File: src/rtl/pwm_pkg.sv
// Shared constants and config-address helpers for the pwm_bank PWM generator.
package pwm_pkg;

    localparam int unsigned ADDR_PERIOD    = 0;
    localparam int unsigned ADDR_DUTY_BASE = 1;

    // Maps a config address to a channel index; addresses past the last channel
    // map to indices that no channel matches.
    function automatic int unsigned chan_of_addr(input int unsigned addr);
        return addr - ADDR_DUTY_BASE;
    endfunction

endpackage

File: src/rtl/pwm_channel.sv
// One edge-aligned compare channel: shadow/active duty pair and a registered PWM bit.
module pwm_channel #(
    parameter int          WIDTH        = 16,
    parameter int unsigned DEFAULT_DUTY = 10000
) (
    input  logic             clk,
    input  logic             rst,
    input  logic             en_i,
    input  logic             load_i,
    input  logic             we_i,
    input  logic [WIDTH-1:0] wdata_i,
    input  logic [WIDTH-1:0] cnt_i,
    output logic             pwm_o
);

    logic [WIDTH-1:0] duty_sh_q, duty_sh_d;
    logic [WIDTH-1:0] duty_act_q, duty_act_d;
    logic             pwm_q, pwm_d;

    always_comb begin
        duty_sh_d  = duty_sh_q;
        duty_act_d = duty_act_q;
        if (we_i) begin
            duty_sh_d = wdata_i;
        end
        if (load_i) begin
            duty_act_d = duty_sh_q;
        end
        pwm_d = en_i && (cnt_i < duty_act_q);
    end

    // NOTE: every register here has an async reset value, so outputs drop low the
    // moment rst rises regardless of the clock.
    always_ff @(posedge clk or posedge rst) begin
        if (rst) begin
            duty_sh_q  <= WIDTH'(DEFAULT_DUTY);
            duty_act_q <= WIDTH'(DEFAULT_DUTY);
            pwm_q      <= 1'b0;
        end else begin
            duty_sh_q  <= duty_sh_d;
            duty_act_q <= duty_act_d;
            pwm_q      <= pwm_d;
        end
    end

    assign pwm_o = pwm_q;

endmodule

File: src/rtl/pwm_bank.sv
// Multi-channel PWM: shared period counter, shadowed period/duty registers that
// take effect only at a period wrap, and CH compare channels.
module pwm_bank
    import pwm_pkg::*;
#(
    parameter int          CH             = 4,
    parameter int          WIDTH          = 16,
    parameter int unsigned DEFAULT_PERIOD = 19999,
    parameter int unsigned DEFAULT_DUTY   = 10000,
    parameter int          ADDR_W         = $clog2(CH + 1)
) (
    input  logic              clk,
    input  logic              rst,
    input  logic              enable,
    input  logic              cfg_we,
    input  logic [ADDR_W-1:0] cfg_addr,
    input  logic [WIDTH-1:0]  cfg_wdata,
    output logic [CH-1:0]     pwm_out,
    output logic              period_done
);

    logic [WIDTH-1:0] cnt_q, cnt_d;
    logic [WIDTH-1:0] period_sh_q, period_sh_d;
    logic [WIDTH-1:0] period_act_q, period_act_d;
    logic             period_done_q, period_done_d;
    logic             wrap;
    logic             load;
    logic [31:0]      addr_ext;
    logic [CH-1:0]    ch_we;

    assign addr_ext = 32'(cfg_addr);
    assign wrap     = enable && (cnt_q == period_act_q);
    // While disabled the active set tracks the shadows so the first period after
    // enable already uses the latest writes.
    assign load     = !enable || wrap;

    always_comb begin
        cnt_d         = cnt_q + WIDTH'(1);
        period_sh_d   = period_sh_q;
        period_act_d  = period_act_q;
        period_done_d = wrap;
        if (!enable || wrap) begin
            cnt_d = '0;
        end
        if (cfg_we && (addr_ext == ADDR_PERIOD)) begin
            period_sh_d = cfg_wdata;
        end
        if (load) begin
            period_act_d = period_sh_q;
        end
    end

    // NOTE: non-blocking updates mean a shadow written on the wrap edge is loaded
    // into the active register with its pre-edge value; the new value waits one period.
    always_ff @(posedge clk or posedge rst) begin
        if (rst) begin
            cnt_q         <= '0;
            period_sh_q   <= WIDTH'(DEFAULT_PERIOD);
            period_act_q  <= WIDTH'(DEFAULT_PERIOD);
            period_done_q <= 1'b0;
        end else begin
            cnt_q         <= cnt_d;
            period_sh_q   <= period_sh_d;
            period_act_q  <= period_act_d;
            period_done_q <= period_done_d;
        end
    end

    for (genvar i = 0; i < CH; i++) begin : g_ch
        assign ch_we[i] = cfg_we && (addr_ext >= ADDR_DUTY_BASE)
                          && (chan_of_addr(addr_ext) == 32'(i));

        pwm_channel #(
            .WIDTH        (WIDTH),
            .DEFAULT_DUTY (DEFAULT_DUTY)
        ) u_ch (
            .clk     (clk),
            .rst     (rst),
            .en_i    (enable),
            .load_i  (load),
            .we_i    (ch_we[i]),
            .wdata_i (cfg_wdata),
            .cnt_i   (cnt_q),
            .pwm_o   (pwm_out[i])
        );
    end

    assign period_done = period_done_q;

endmodule
File: config.mk
export PLATFORM = sky130hd
export DESIGN_NAME = pwm_bank
export DESIGN_NICKNAME = d
export VERILOG_FILES = /design/src/rtl/pwm_pkg.sv /design/src/rtl/pwm_channel.sv /design/src/rtl/pwm_bank.sv
export SDC_FILE = /design/constraint.sdc
export NUM_CORES = 1
export LEC_CHECK = 0
export CORE_MARGIN = 2
export CORE_UTILIZATION = 55
export CTS_CLUSTER_SIZE = 25
export DETAILED_ROUTE_END_ITERATION = 8
export GPL_TIMING_DRIVEN = 0
export PLACE_DENSITY_LB_ADDON = 0.3
export SETUP_SLACK_MARGIN = 0.5
export SYNTH_ARGS = -nofsm -noshare
export SYNTH_HDL_FRONTEND = slang
export SYNTH_SLANG_ARGS = --single-unit
File: constraint.sdc
create_clock -name clk -period 6.5 [get_ports clk]
set_clock_uncertainty 0.1 [all_clocks]
set_input_delay 0.975 -clock clk [delete_from_list [all_inputs] [get_ports clk]]
set_output_delay 0.975 -clock clk [all_outputs]
set_load 0.01 [all_outputs]
* Word-level counts from Yosys, hierarchy flattened
Index checks and enable logic that the tools add are counted.
Storage, ports and cells: register bits 181, latch bits 0, memory bits (writable) 0, ROM bits 0, output and inout bits 5, logic and storage cells 43, memories kept 0
Cells by class: $add $sub $neg 2, multipliers 0, div/mod/pow operators 0, $lt $le $gt $ge 5, equality and inequality tests 4, shift operators 0, mux-type cells 1, bitwise gates (word level) 0, reductions and logical operators 15
Operators with widths (count):
- 32-bit by 2-bit == test with 1-bit output, second input constant | 2
- 32-bit logical NOT | 2
- 16-bit < comparator | 4
- 32-bit by 1-bit == test with 1-bit output, second input constant | 1
- 16-bit by 1-bit adder with 16-bit output, second input constant | 1
- 16-bit == test | 1
- 16-bit 2-to-1 mux | 1
- 1-bit logical AND | 11
- 3-bit by 1-bit subtractor with 4-bit output, second input constant | 1
- 3-bit by 1-bit greater-or-equal comparator with 1-bit output, second input constant | 1
- 1-bit logical NOT | 1
- 1-bit logical OR | 1

* Depth between registers and ports, before layout
word-level depth 4, gate-level depth with buffers 9

* Modules after synthesis
From an unflattened synthesis, not the netlist that was laid out.
Unflattened totals: cells, all modules 736, area total of the unflattened synthesis 8579.5 sq um
Modules (own cells, without submodules):
- pwm_channel | times used 4, cells each 138, area each 1565.3 sq um, seq. area each 838.3 sq um
- pwm_bank | times used 1, cells each 184, area each 2318.5 sq um, seq. area each 1248.7 sq um

* Worst setup path before layout
No wires, ideal clock.
path type input to register, from input port cfg_addr[0], to register period_sh_q[15], library setup time 0.125 ns, arrival 2.172 ns, setup slack 4.103 ns, cell stages on the path 3, path buffers 1, cells stage by stage nor4b_2 buf_2 mux2_2
On the way: word-level cells in the longest chain between the ends 2
RTL lines:
- start: declaration | RTL line pwm_bank.sv:16 | input logic [ADDR_W-1:0] cfg_addr,
- 32-bit logical NOT | RTL line pwm_bank.sv:45 | if (cfg_we && (addr_ext == ADDR_PERIOD)) begin
- 1-bit logical AND | RTL line pwm_bank.sv:45
- end signal: assignment | RTL line pwm_bank.sv:58 | period_sh_q <= WIDTH'(DEFAULT_PERIOD);
- end signal: assignment | RTL line pwm_bank.sv:63 | period_sh_q <= period_sh_d;
- end: declaration | RTL line pwm_bank.sv:23 | logic [WIDTH-1:0] period_sh_q, period_sh_d;
Every way passes these cells. A chain may end at the register's enable or synchronous reset.

* Worst setup path after layout
from input port cfg_addr[0], to register period_sh_q[6]
Same word-level chain as after synthesis.

==> results <==
- For this block, the routed nets add up to 17.2 mm of wire.
- The fraction of the cycle the final worst path needs is between 40% and 50%.
- Setup violations remaining at the end of the flow were counted as 0.
- Using the TritonRoute via totals, the vias-per-cell ratio works out to about 5.5.
- The chip width is ~130 um.
- Setup slack on the critical path of the routed design comes to 3720 ps.
- The endpoint type of the worst setup path is a register.
- The number of enable flip-flop cells after synthesis is 0.
- Post-CTS timing repair inserted 0 buffers for setup.
- The proportion of layout cells with a drive suffix above 1 is 33.3%.
- The via count of the first global-routing pass came to 5568.
- Dividing the detail-routed wire length by the instance count gives 18.7 um.
- For this run, the register share of the synthesized area comes to 53.5%.
- Power spread over the standard cell area amounts to 317 nW/um^2.
- The busiest layer in global routing is met2.
- TritonCTS built the clock tree.
- Entering global routing, the biggest net connects between 100 and 150 pins.
- The H-tree generated during clock tree synthesis spans 4 levels.
- The setup TNS is 0 ps.
- The relative slew slack is 48.4%.
- The worst min-delay path category is reg -> reg.
- The portion of total power attributed to combinational logic is 17.1%.
- The synthesis-stage register bit count is 181.
- The number of gates resized after CTS is 0.
- The library cell used as clock root buffer is sky130_fd_sc_hd__clkbuf_16.
- The final max-slew violation count is 0.
- At the pin with the least slew margin, the transition time is 771 ps.
- The final layout contains 777 nets.
- The wire length of the first global-routing pass is 28.4 mm.
- The switching power is 0.000769 W.
- The run finished with clean final reports.
- The highest clock frequency the design can meet is 360 MHz.
- The met2 layer usage reported by global route is 39.2%.
- The clock net in this run drives a total of ~180 sinks.
- For this run, design rule violations remaining after detail routing come to 0.
- Per report_power, the clock group accounts for 31.9% of the total.
- The initial standard-cell utilization of the core is a little under three fifths.
- Measured along the y axis, the die boundary spans 129 um.
- Of the total power, the share spent switching nets is between 20 and 25%.
- The worst setup path is of the in -> reg kind.
- The number of antenna diodes in the final layout is 0.
- Routability-driven placement finished with a final weighted congestion of 0.885.
- The latest clock arrival within the worst-skew pair is ~440 ps.
- The post-route core utilization is 63.8%.
- The number of maximum-capacitance violations is 0.
- TritonCTS created 17 clock buffers.
- The top-area cell type share of the netlist area is 35.8%.
- Among all flip-flop cells after synthesis, the most frequent one is sky130_fd_sc_hd__dfrtp_1.
- The iteration-0 DRC count of the detailed router is ~210.
- The initialized floorplan defines 45 standard-cell rows.
- In this run the static leakage power is 4.52 nW.
- The share of flip-flops with an asynchronous set or reset is between 90% and 100%.
- In this run the worst path has a maximum fanout of 10.
- The detailed-router iteration count before antenna repair is 4.
- The wire-length estimate of the detail-placed layout is between 10 and 15 mm.
- The fraction of power consumed by sequential logic is 51.0%.
- Setup repair after global routing left no endpoint under its margin.
- In this run the tool buffered the top-level ports with 27 buffer cells.
- Counting distinct cell types in the post-synthesis netlist gives 37.
- The number of antenna violations at the first check in global routing is 0.
- The total overflow left after global routing is 0.
- The data arrival time of the critical path is 3000 ps.
- The number of warnings issued by yosys is 0.
- The vias after detailed routing is approximately 5000.
- The worst setup path is launched from an input pin.
- The internal portion of the total power is 0.00232 W.
- The mean instance size in the synthesized netlist is 13.3 um^2.
- The die covers 16700 um^2.
- The global routing met3 resource utilization is 4.50%.
- For the finished layout, the period the worst path requires is 2780 ps.
- At the placement stage, the worst setup path has a slack of 3220 ps.
- The mapped netlist covers 8600 um^2.
- The number of buffers added to fix hold violations after cts is 0.
- Yosys attributes the largest share of cell area to sky130_fd_sc_hd__dfrtp_1 (36%), sky130_fd_sc_hd__dfstp_2 (18%), sky130_fd_sc_hd__mux2_2 (16%).
- The final hold violation count is 0.
- The boundary pin count is 28.
- IR analysis of the VDD net gives a maximum drop of 0.192 mV.
- The dominant cell type by area after synthesis is sky130_fd_sc_hd__dfrtp_1.
- Counting along the longest clock path gives a buffer depth of 2.
- The core region area is 15300 um^2.
- The post-synthesis net count is 730.
- The clock-pin slew reported for the worst setup and hold paths after clock tree synthesis is 60 ps.
- The combined global-route utilization of all metal layers is a little under a quarter.
- The area growth from synthesis to layout is 13.2%.
- Synthesis handed over a netlist of 646 instances.
- The residual antenna-violating net count after detailed routing is 0.
- The met1 demand-to-capacity share in global routing is approximately 29%.
- The required time reported for the critical path endpoint is 6720 ps.
-- cells in the mapped netlist (8+ instances only) --
master                    count
sky130_fd_sc_hd__o21ai_0     13
sky130_fd_sc_hd__a21oi_1     17
sky130_fd_sc_hd__nand2_1     10
sky130_fd_sc_hd__dfstp_2     58
sky130_fd_sc_hd__xor2_1      23
sky130_fd_sc_hd__mux2_1      34
sky130_fd_sc_hd__mux2_2     126
sky130_fd_sc_hd__nand4_1      8
sky130_fd_sc_hd__buf_4        8
sky130_fd_sc_hd__nor2_1      22
sky130_fd_sc_hd__inv_1       62
sky130_fd_sc_hd__ha_1        61
sky130_fd_sc_hd__a21o_1       8
sky130_fd_sc_hd__dfrtp_1    123
-- cell families (layout without fill, tap and decap cells) --
family	after synthesis	count (layout)	share of synthesized area, %
AOI/OAI and AO/OA	58	58	4.31
adders and majority gates	61	61	8.87
DFF	181	181	53.5
and+or+nand+nor	73	73	4.61
muxes	160	160	20.9
xor gates and xnor gates	29	29	2.95
buffers and inverters	84	143	4.81
-- path summary, 6_finish.rpt --
| path | from | end | slack (ps) | cells after the start |
|---|---|---|---|---|
| max | cfg_addr[0] | period_sh_q[6] | 3720 | 4 |
| min | g_ch[0].u_ch.duty_act_q[14] | g_ch[0].u_ch.duty_act_q[14] | 380 | 1 |
| max reg2reg | cnt_q[2] | g_ch[2].u_ch.duty_act_q[12] | 4030 | 8 |
| min reg2reg | g_ch[0].u_ch.duty_act_q[14] | g_ch[0].u_ch.duty_act_q[14] | 380 | 1 |
| max in group asynchronous | rst | g_ch[1].u_ch.duty_act_q[11] | 4520 | 3 |
| min in group asynchronous | rst | g_ch[3].u_ch.duty_sh_q[6] | 830 | 2 |
-- flip-flops by register name, indices dropped and copies added (netlist names) --
signal / count
g_ch.u_ch.duty_act_q: 64
g_ch.u_ch.duty_sh_q: 64
period_done: 1
cnt_q: 16
period_sh_q: 16
period_act_q: 16
g_ch.u_ch.pwm_o: 4
-- layout by cell type (no fill, tap or decap), types with 6 or more instances in the layout --
| cell | count |
|---|---|
| sky130_fd_sc_hd__nor2_1 | 22 |
| sky130_fd_sc_hd__mux2_1 | 34 |
| sky130_fd_sc_hd__a21oi_1 | 17 |
| sky130_fd_sc_hd__inv_1 | 61 |
| sky130_fd_sc_hd__o21ai_0 | 13 |
| sky130_fd_sc_hd__clkbuf_8 | 6 |
| sky130_fd_sc_hd__clkbuf_1 | 7 |
| sky130_fd_sc_hd__buf_4 | 8 |
| sky130_fd_sc_hd__nand2_1 | 10 |
| sky130_fd_sc_hd__xor2_1 | 23 |
| sky130_fd_sc_hd__nand4_1 | 8 |
| sky130_fd_sc_hd__dfstp_2 | 58 |
| sky130_fd_sc_hd__clkdlybuf4s50_1 | 27 |
| sky130_fd_sc_hd__clkbuf_16 | 17 |
| sky130_fd_sc_hd__xnor2_1 | 6 |
| sky130_fd_sc_hd__ha_1 | 61 |
| sky130_fd_sc_hd__mux2_2 | 126 |
| sky130_fd_sc_hd__dfrtp_1 | 123 |
| sky130_fd_sc_hd__a21o_1 | 8 |
-- critical path: stages --
cell                              delay (ps)
sky130_fd_sc_hd__clkdlybuf4s50_1         500
sky130_fd_sc_hd__nor4b_2                 740
sky130_fd_sc_hd__buf_2                   400
sky130_fd_sc_hd__mux2_2                  370
-- final cells by class --
class / instances / area, um^2
clock inverter: 4 / 45.0
fill: 1157 / 5520
inverter: 62 / 240
timing repair buffer: 28 / 298
sequential: 181 / 4600
tap: 211 / 264
buffer: 22 / 181
multi-input combinational: 381 / 3590
clock buffer: 27 / 523
-- through the flow --
stage | cells | hold WS, ps | total power [W] | instance area, um^2
3_5_place_dp | 885 | 375 | 0.00212 | 9170
2_1_floorplan | 646 | 358 | 0.00195 | 8600
4_1_cts | 916 | 388 | 0.00311 | 9740
5_1_grt | 916 | 394 | 0.00325 | 9740
6_report | 916 | 381 | 0.00309 | 9740
3_3_place_gp | 884 | 368 | 0.00207 | 9140
-- layer usage --
metal	vias up	wire length (um)
met5	-	0
met4	0	296
met3	26	472
met2	58	8810
met1	2620	7590
li1	2346	-
-- power by group through the flow --
stage | registers, W | clock network [W] | logic [W]
after floorplan | 0.00154 | 0 | 0.000411
after global placement | 0.00157 | 0 | 0.000494
after CTS | 0.00157 | 0.000998 | 0.000539
after global routing | 0.00161 | 0.00105 | 0.000592
final | 0.00157 | 0.000984 | 0.000529
after detailed placement | 0.00159 | 0 | 0.000531
No activity file was read; power rests on OpenSTA's default activity.
